### src/rtl/alarm_pkg.sv
// Shared types and defaults for the multi-channel alarm clock.
package alarm_pkg;

    typedef enum logic [1:0] {
        ST_IDLE    = 2'd0,
        ST_RINGING = 2'd1,
        ST_SNOOZED = 2'd2
    } alarm_state_e;

    localparam int DAY_SEC     = 86400;
    localparam int DEF_SEC_W   = 17;
    localparam int DEF_LEN_W   = 6;
    localparam int DEF_SNOOZE  = 300;
    localparam int DEF_MAX_SNZ = 3;

endpackage

### src/rtl/alarm_channel.sv
// One alarm channel: config registers, IDLE/RINGING/SNOOZED FSM, ring/snooze/delay counters.
// Latency: next-state ring flag is combinational; the parent registers it. No backpressure.
module alarm_channel #(
    parameter int SEC_W      = 17,
    parameter int LEN_W      = 6,
    parameter int DAY_SEC    = 86400,
    parameter int SNOOZE_SEC = 300,
    parameter int MAX_SNOOZE = 3
) (
    input  logic             clk,
    input  logic             rst_n,
    input  logic             sec_tick_i,
    input  logic [SEC_W-1:0] cur_sec_i,
    input  logic             cfg_we_i,
    input  logic             cfg_en_i,
    input  logic [SEC_W-1:0] cfg_tar_i,
    input  logic [LEN_W-1:0] cfg_len_i,
    input  logic             off_i,
    input  logic             snooze_i,
    output logic             ring_nxt_o
);
    import alarm_pkg::*;

    localparam int SNZ_W = (MAX_SNOOZE > 0) ? $clog2(MAX_SNOOZE + 1) : 1;
    localparam int DLY_W = (SNOOZE_SEC > 0) ? $clog2(SNOOZE_SEC + 1) : 1;
    localparam logic [SEC_W-1:0] TAR_MAX  = SEC_W'(DAY_SEC - 1);
    localparam logic [SNZ_W-1:0] SNZ_MAX  = SNZ_W'(MAX_SNOOZE);
    localparam logic [DLY_W-1:0] DLY_LOAD = DLY_W'(SNOOZE_SEC);

    alarm_state_e     state_q, state_d;
    logic             en_q, en_d;
    logic [SEC_W-1:0] tar_q, tar_d;
    logic [LEN_W-1:0] len_q, len_d;
    logic [LEN_W-1:0] cnt_q, cnt_d;
    logic [SNZ_W-1:0] snz_q, snz_d;
    logic [DLY_W-1:0] dly_q, dly_d;
    logic             hit;

    assign hit = sec_tick_i && en_q && (cur_sec_i == tar_q) && (tar_q <= TAR_MAX);

    always_comb begin
        state_d = state_q;
        en_d    = en_q;
        tar_d   = tar_q;
        len_d   = len_q;
        cnt_d   = cnt_q;
        snz_d   = snz_q;
        dly_d   = dly_q;
        if (cfg_we_i) begin
            en_d    = cfg_en_i;
            tar_d   = cfg_tar_i;
            len_d   = cfg_len_i;
            state_d = ST_IDLE;
            cnt_d   = '0;
            snz_d   = '0;
            dly_d   = '0;
        end else begin
            case (state_q)
                ST_IDLE: begin
                    if (hit) begin
                        state_d = ST_RINGING;
                        cnt_d   = '0;
                        snz_d   = '0;
                    end
                end
                ST_RINGING: begin
                    // Snooze with the budget used up is treated exactly like a dismiss.
                    if (off_i || (snooze_i && snz_q >= SNZ_MAX)) begin
                        state_d = ST_IDLE;
                        cnt_d   = '0;
                    end else if (snooze_i) begin
                        state_d = ST_SNOOZED;
                        dly_d   = DLY_LOAD;
                        snz_d   = snz_q + 1'b1;
                    end else if (sec_tick_i) begin
                        if (cnt_q == len_q) begin
                            state_d = ST_IDLE;
                            cnt_d   = '0;
                        end else begin
                            cnt_d = cnt_q + 1'b1;
                        end
                    end
                end
                ST_SNOOZED: begin
                    if (off_i) begin
                        state_d = ST_IDLE;
                        dly_d   = '0;
                    end else if (sec_tick_i) begin
                        if (dly_q <= DLY_W'(1)) begin
                            state_d = ST_RINGING;
                            cnt_d   = '0;
                            dly_d   = '0;
                        end else begin
                            dly_d = dly_q - 1'b1;
                        end
                    end
                end
                default: state_d = ST_IDLE;
            endcase
        end
    end

    always_ff @(posedge clk or negedge rst_n) begin
        if (!rst_n) begin
            state_q <= ST_IDLE;
            en_q    <= 1'b0;
            tar_q   <= '0;
            len_q   <= '0;
            cnt_q   <= '0;
            snz_q   <= '0;
            dly_q   <= '0;
        end else begin
            state_q <= state_d;
            en_q    <= en_d;
            tar_q   <= tar_d;
            len_q   <= len_d;
            cnt_q   <= cnt_d;
            snz_q   <= snz_d;
            dly_q   <= dly_d;
        end
    end

    assign ring_nxt_o = (state_d == ST_RINGING);

endmodule

### src/rtl/multi_alarm.sv
// N_ALARM independent alarm channels with config decode, ring OR and lowest-index encoder.
// Latency: all outputs registered, one clk after the causing event. No backpressure.
module multi_alarm #(
    parameter int N_ALARM    = 4,
    parameter int SEC_W      = alarm_pkg::DEF_SEC_W,
    parameter int LEN_W      = alarm_pkg::DEF_LEN_W,
    parameter int DAY_SEC    = alarm_pkg::DAY_SEC,
    parameter int SNOOZE_SEC = alarm_pkg::DEF_SNOOZE,
    parameter int MAX_SNOOZE = alarm_pkg::DEF_MAX_SNZ,
    localparam int IDX_W     = (N_ALARM > 1) ? $clog2(N_ALARM) : 1
) (
    input  logic               clk,
    input  logic               rst_n,
    input  logic               sec_tick,
    input  logic [SEC_W-1:0]   cur_sec,
    input  logic               cfg_we,
    input  logic [IDX_W-1:0]   cfg_idx,
    input  logic               cfg_en,
    input  logic [SEC_W-1:0]   cfg_tar,
    input  logic [LEN_W-1:0]   cfg_len,
    input  logic               off,
    input  logic               snooze,
    output logic [N_ALARM-1:0] ring_vec,
    output logic               alarming,
    output logic [IDX_W-1:0]   ring_idx
);

    logic [N_ALARM-1:0] ring_nxt;
    logic [N_ALARM-1:0] ring_vec_q;
    logic               alarming_q, alarming_d;
    logic [IDX_W-1:0]   ring_idx_q, ring_idx_d;

    for (genvar g = 0; g < N_ALARM; g++) begin : g_ch
        alarm_channel #(
            .SEC_W      (SEC_W),
            .LEN_W      (LEN_W),
            .DAY_SEC    (DAY_SEC),
            .SNOOZE_SEC (SNOOZE_SEC),
            .MAX_SNOOZE (MAX_SNOOZE)
        ) u_ch (
            .clk        (clk),
            .rst_n      (rst_n),
            .sec_tick_i (sec_tick),
            .cur_sec_i  (cur_sec),
            .cfg_we_i   (cfg_we && (cfg_idx == IDX_W'(g))),
            .cfg_en_i   (cfg_en),
            .cfg_tar_i  (cfg_tar),
            .cfg_len_i  (cfg_len),
            .off_i      (off),
            .snooze_i   (snooze),
            .ring_nxt_o (ring_nxt[g])
        );
    end

    // Encoders work on next-state ring flags so the registered outputs stay aligned with ring_vec.
    always_comb begin
        alarming_d = |ring_nxt;
        ring_idx_d = '0;
        for (int i = N_ALARM - 1; i >= 0; i--) begin
            if (ring_nxt[i]) ring_idx_d = IDX_W'(i);
        end
    end

    always_ff @(posedge clk or negedge rst_n) begin
        if (!rst_n) begin
            ring_vec_q <= '0;
            alarming_q <= 1'b0;
            ring_idx_q <= '0;
        end else begin
            ring_vec_q <= ring_nxt;
            alarming_q <= alarming_d;
            ring_idx_q <= ring_idx_d;
        end
    end

    assign ring_vec = ring_vec_q;
    assign alarming = alarming_q;
    assign ring_idx = ring_idx_q;

endmodule

### config.mk
export PLATFORM = sky130hd
export DESIGN_NAME = multi_alarm
export DESIGN_NICKNAME = d
export VERILOG_FILES = /design/src/rtl/alarm_pkg.sv /design/src/rtl/alarm_channel.sv /design/src/rtl/multi_alarm.sv
export SDC_FILE = /design/constraint.sdc
export NUM_CORES = 1
export LEC_CHECK = 0
export BUFFER_PORTS_ARGS = -buffer_cell sky130_fd_sc_hd__buf_2
export CAP_MARGIN = 20
export CORE_MARGIN = 5
export CORE_UTILIZATION = 60
export CTS_BUF_LIST = sky130_fd_sc_hd__clkbuf_4 sky130_fd_sc_hd__clkbuf_8 sky130_fd_sc_hd__clkbuf_16
export DETAILED_ROUTE_END_ITERATION = 10
export PLACE_DENSITY = 0.76
export SLEW_MARGIN = 5
export SYNTH_ARGS = -nofsm -noshare
export SYNTH_HDL_FRONTEND = slang
export SYNTH_SLANG_ARGS = --single-unit
### constraint.sdc
create_clock -name clk -period 6.1 [get_ports clk]
set_clock_uncertainty 0.15 [all_clocks]
set_input_delay 1.22 -clock clk [delete_from_list [all_inputs] [get_ports clk]]
set_output_delay 1.22 -clock clk [all_outputs]
set_load 0.1 [all_outputs]
==> qor.yml, run 1 <==
status:
  status: "complete, no violations"
place:
  io_buffer_count: 55
  hpwl_um: 18500
  placedInstanceArea_sq_um: 10600
  gp_congestion: 0.906
  dp_cells: 1373
sta:
  rsz0062_at_grt: "false"
  finalMaxSlewViolations: 0
  min_period_ns: 3.37
  period_share_pct: 55.3
  finalHoldViolations: 0
  fmax_ghz: 0.297
  worstMarginPinSlew_ns: 0.844
  tns_ns: 0
  relSlewSlack_pct: 43.5
  setup_viol: 0
power_and_ir_drop:
  p_per_area_nw_per_um2: 269
  ir_drop_uv: 207
  leakage_nw: 5.20
setup_path:
  cp.required_ns: 6.28
  regToRegStartpoint: "g_ch[0].u_ch.tar_q[8]$_DFFE_PN0P_"
  setup.worst_path.start: "sec_tick"
  cp_data_arrival_time_ns: 3.55
  end_kind: "register"
  setup.worst_path.start_class: "primary input"
  cp_max_fo: 20
  crit_type: "in2reg"
cells_and_area:
  synthToLayoutAreaGrowth_pct: 10.1
  final_cells: 1407
  layout.cells.most_common: "nand2_1"
  layout.nets: 1254
  fillers: 1368
  final_cell_mix: "nand2_1, dfrtp_1, o21ai_0, nor2_1, xnor2_1"
  final_area_sq_um: 11200
  layout-drive-gt1-share_pct: 12.6
floorplanning:
  initial_core_util_pct: 61.1
  dieHeight_um: 140
  rows: 47
  pin_count: 56
  core_area_sq_um: 16600
  fp.dieW_um: 140
  die-area_sq_um: 19600
synth:
  synthesis.area_sq_um: 10100
  synth_cells: 1134
  yosysTopAreaCell: "dfrtp_1"
  postSynthAreaPerCell_sq_um: 8.94
  synth_ff_type: "dfrtp_1"
  yosysUniqueCellTypes: 74
  syn_nets: 1215
  ys_ff_latch: 179
  ys_seq_area_share_pct: 44.2
  synthTopCellsByArea: "dfrtp_1, nand2_1, xnor2_1, ha_1, o21ai_0"
  synth_edf_count: 0
  synth_top_area_share_pct: 44.2
  yosysWarnings: 0
  synthArstFlopShare_pct: 100
clocking:
  cts_buffer_depth: 2
  cts_resized: 0
  clk_pin_slew_ns: 0.07
  h-tree-depth: 4
  clk_latency_ns: 0.44
  cts.sinks: 179
  postCtsHoldBufs: 0
  cts_setup_buffers: 0
  cts_tree: "built"
  cts-root-buf: "clkbuf_16"
  cts_buffers: 17
global_route:
  grt_pass1_vias: 8607
  grt_pass1_wl_um: 43800
  grt.total_usage_pct: 27.7
  gr-total-overflow: 0
  grt_max_degree: 88
  antenna_found_initial: 1
drt:
  drc: 0
  drt_iter0_drc: 638
  ant_nets: 0
  vias_per_cell: 6.03
  wire_per_inst_um: 18.8
  vias: 8479
  dr.pass1.iters: 5
  wl_um: 26400
min_path:
  min_path_type: "reg2reg"
  hold_start: "g_ch[0].u_ch.cnt_q[5]$_DFFE_PN0P_"
flow_run:
  maxCapViolCount: 0
critical path, cell delays in order:
cell and delay, ns:
buf_2 0.40, nand2_1 0.15, nor4_1 0.48, and4_1 0.34, nand3_1 0.16, a211oi_1 0.50, nor2b_1 0.10, o21ba_1 0.18
metal layers:
layer	wire length, um	track usage [%]	vias to the layer above
met4	959	11.4	0
met5	0	0	-
met3	1650	5.35	70
met1	11200	36.5	4093
met2	12600	45.2	309
li1	-	-	4007
power by group:
group | switching, mW | internal [mW]
combinational | 0.280 | 0.204
sequential | 0.130 | 1.31
clock | 0.531 | 0.548
total | 0.941 | 2.06
sequential cells by signal, summed over array words and instances (netlist names):
register and flops:
g_ch.u_ch.state_q 8, g_ch.u_ch.dly_q 36, g_ch.u_ch.tar_q 68, g_ch.u_ch.snz_q 8
g_ch.u_ch.len_q 24, ring_vec 4, g_ch.u_ch.cnt_q 24, alarming 1
g_ch.u_ch.en_q 4, ring_idx 2
cell usage after synthesis (6+ instances only):
cell type,instances
nand2_1,283
dfrtp_1,179
o21ai_0,67
nor2_1,63
xnor2_1,60
nand3_1,36
ha_1,32
inv_1,32
mux2_2,28
xor2_1,27
clkbuf_1,26
a21oi_1,25
nor3_1,22
nand2b_1,21
a31oi_1,17
nand4_1,16
nor4_1,16
o31ai_1,15
buf_1,11
a22o_1,8
and3_1,8
o21ai_1,8
nand3b_1,7
a211o_1,6
a211oi_1,6
mux2i_1,6
o41ai_1,6
cell type report:
type / count / area (sq um) / share of cell area (%)
Multi-Input combinational cell: 879 / 5360 / 48.0
Sequential cell: 179 / 4480 / 40.1
Clock buffer: 18 / 433 / 3.88
Timing Repair Buffer: 64 / 353 / 3.16
Tap cell: 220 / 275 / 2.47
Clock inverter: 14 / 140 / 1.26
Inverter: 32 / 120 / 1.08
Antenna cell: 1 / 2.50 / 0.0224
final timing paths:
| check | to | slack (ns) | cells past startpoint |
|---|---|---|---|
| max reg2reg | g_ch[0].u_ch.cnt_q[4]$_DFFE_PN0P_ | 3.18 | 7 |
| min | g_ch[0].u_ch.cnt_q[5]$_DFFE_PN0P_ | 0.34 | 1 |
| max in group asynchronous | g_ch[0].u_ch.snz_q[1]$_DFFE_PN0P_ | 3.96 | 2 |
| min reg2reg | g_ch[0].u_ch.cnt_q[5]$_DFFE_PN0P_ | 0.34 | 1 |
| max | ring_idx[0]$_DFF_PN0_ | 2.73 | 8 |
| min in group asynchronous | g_ch[0].u_ch.dly_q[0]$_DFFE_PN0P_ | 0.71 | 1 |
stage by stage:
step                      hold WS, ns  setup WS [ns]  power (mW)  util [%]
after floorplan                 0.296           2.89        1.76         -
after detailed placement        0.331           2.41        1.94      63.8
after CTS                       0.346           2.85        3.01      67.2
after global routing            0.362           2.62        3.14      67.3
final                           0.342           2.73        3.00      67.3
after global placement          0.321           2.48        1.92      63.8
logic make-up (layout without fill, tap and decap cells):
family | count (synthesis) | in the layout | synth area share, %
AND/OR/NAND/NOR | 510 | 510 | 22.9
AO/OA/AOI/OAI | 215 | 215 | 14.6
flip-flops | 179 | 179 | 44.2
XOR/XNOR | 87 | 87 | 7.52
buffers and inverters | 76 | 128 | 3.02
multiplexers | 35 | 35 | 3.81
adder cells (fa/ha/maj) | 32 | 32 | 3.95
other | 0 | 1 | 0
(Power assumes the default switching activity.)
==> run 2, diff against run 1 <==
==> constraint.sdc (replaced) <==
create_clock -name clk -period 3.4 [get_ports clk]
set_clock_uncertainty 0.15 [all_clocks]
set_input_delay 0.68 -clock clk [delete_from_list [all_inputs] [get_ports clk]]
set_output_delay 0.68 -clock clk [all_outputs]
set_load 0.1 [all_outputs]
==> run 2 against run 1 <==
  * Critical path type is now reg2reg
  * Critical path depth fell by 1
  * Combinational power rose by 81%
  * Register-to-register slack got worse by 2.7 ns
  * Largest cell class unchanged
  * Critical endpoint is now g_ch[0].u_ch.cnt_q[4]$_DFFE_PN0P_
  * Non-clock buffer count rose by 9
  * Total power rose by 79%
  * Die area did not move
  * Hold slack got worse by 0.32 ns
  * Largest power group unchanged
==> qor.yml, run 2 (synthesis results as in run 1) <==
status:
  status: "complete, no violations"
cells_and_area:
  layout.nets: 1263
  reg_top3: "g_ch.u_ch.tar_q: 68 flops, g_ch.u_ch.dly_q: 36 flops"
  layout-drive-gt1-share_pct: 13.3
  layout.cells.most_common: "nand2_1"
  final_area_sq_um: 11200
  fillers: 1355
  largest_reg_flops: 68
  final_cell_mix: "nand2_1, dfrtp_1, o21ai_0, nor2_1, xnor2_1"
  largest-register: "g_ch.u_ch.tar_q"
  final_cells: 1416
  synthToLayoutAreaGrowth_pct: 10.8
  final_util_pct: 67.7
drt:
  vias: 8484
  ant_nets: 0
  drc: 0
  drt_iter0_drc: 674
  vias_per_cell: 5.99
  dr.pass1.iters: 5
  wire_per_inst_um: 18.3
  wl_um: 25900
clocking:
  cts-root-buf: "clkbuf_16"
  cts_setup_buffers: 0
  clk_pin_slew_ns: 0.07
  cts_buffers: 17
  cts.sinks: 179
  cts_buffer_depth: 2
  cts_tree: "built"
  postCtsHoldBufs: 0
  h-tree-depth: 4
  clk_latency_ns: 0.44
  cts_resized: 0
global_route:
  grt_max_degree: 52
  gr-total-overflow: 0
  grt.total_usage_pct: 26.9
  grt_pass1_vias: 8326
  antenna_found_initial: 1
  grt_pass1_wl_um: 42300
setup_path:
  critical_path_buf_inv_count: 0
  rrSetupSlack_ns: 0.44
  cp.required_ns: 3.63
  crit_chain: "a2111oi_0, nor4_1, nor4_2, a21bo_1, a31oi_1, nor4_1, a211o_1"
  cp_max_fo: 11
  critical_path.top_delay_family: "compound AO/OA/AOI/OAI gates"
  cp_slowest_cell: "a2111oi_0"
  cp_common_cell: "nor4_1"
  crit_type: "reg2reg"
  cp_data_arrival_time_ns: 3.19
  setup.worst_path.start_class: "register"
  cp_slowest_stage_delay_ns: 0.70
  end_kind: "register"
floorplanning:
  initial_core_util_pct: 61.1
  dieHeight_um: 140
  core_area_sq_um: 16600
  fp.dieW_um: 140
  pin_count: 56
  die-area_sq_um: 19600
  rows: 47
power_and_ir_drop:
  leakage_nw: 5.24
  p_seq_share_pct: 48.0
  swShare_pct: 30.7
  p_per_area_nw_per_um2: 479
  power.switching_mw: 1.65
  ir_drop_uv: 445
  intPower_mw: 3.73
  p_comb_share_pct: 16.2
  clockPowerShare_pct: 35.8
sta:
  relSlewSlack_pct: 44.5
  setup_viol: 0
  period_share_pct: 87.0
  finalMaxSlewViolations: 0
  rsz0062_at_grt: "false"
  worstMarginPinSlew_ns: 0.829
  finalHoldViolations: 0
  tns_ns: 0
  fmax_ghz: 0.338
  min_period_ns: 2.96
min_path:
  min_path_type: "in2async"
flow_run:
  maxCapViolCount: 0
place:
  io_buffer_count: 55
  gp_congestion: 0.874
  dp_cells: 1383
  hpwl_um: 18600
  placedInstanceArea_sq_um: 10700
run 2: power groups by stage:
stage | combinational (mW) | sequential, mW | clock [mW]
5_1_grt | 0.965 | 2.61 | 2.05
3_5_place_dp | 0.869 | 2.61 | 0
3_3_place_gp | 0.847 | 2.61 | 0
2_1_floorplan | 0.602 | 2.55 | 0
4_1_cts | 0.872 | 2.58 | 1.95
6_report | 0.874 | 2.58 | 1.93
run 2: layer usage:
| metal | share of wire, % | vias to the layer above | track usage, % |
|---|---|---|---|
| met2 | 47 | 304 | 42.5 |
| met3 | 5.8 | 51 | 5.66 |
| met1 | 44 | 4097 | 36.9 |
| met4 | 3.1 | 0 | 9.84 |
| li1 | - | 4032 | - |
| met5 | 0 | - | 0 |
run 2: stage by stage:
step           total power [mW]  setup WS (ns)  hold slack [ns]
6_report                   5.38          0.442           0.0271
5_1_grt                    5.62          0.299           0.0453
4_1_cts                    5.40          0.497           0.0392
3_5_place_dp               3.48          0.422            0.322
3_3_place_gp               3.46          0.443            0.316
2_1_floorplan              3.15          0.729            0.234
run 2: path summary, 6_finish.rpt:
kind | start | cells past startpoint | endpoint
max in group asynchronous | rst_n | 2 | g_ch[3].u_ch.tar_q[4]$_DFFE_PN0P_
worst max-delay path | g_ch[0].u_ch.tar_q[8]$_DFFE_PN0P_ | 7 | g_ch[0].u_ch.cnt_q[4]$_DFFE_PN0P_
min in group clk | cfg_tar[0] | 3 | g_ch[2].u_ch.tar_q[0]$_DFFE_PN0P_
worst min-delay path | rst_n | 1 | g_ch[0].u_ch.dly_q[6]$_DFFE_PN0P_
worst min register to register | g_ch[1].u_ch.len_q[3]$_DFFE_PN0P_ | 2 | g_ch[1].u_ch.len_q[3]$_DFFE_PN0P_
worst max register to register | g_ch[0].u_ch.tar_q[8]$_DFFE_PN0P_ | 7 | g_ch[0].u_ch.cnt_q[4]$_DFFE_PN0P_
run 2: area by class of cell:
type	instances	area, sq um	share of cell area [%]
Timing Repair Buffer	73	429	3.82
Antenna cell	1	2.50	0.0223
Multi-Input combinational cell	879	5360	47.7
Clock buffer	20	454	4.04
Sequential cell	179	4480	39.9
Inverter	32	120	1.07
Clock inverter	12	111	0.992
Tap cell	220	275	2.45
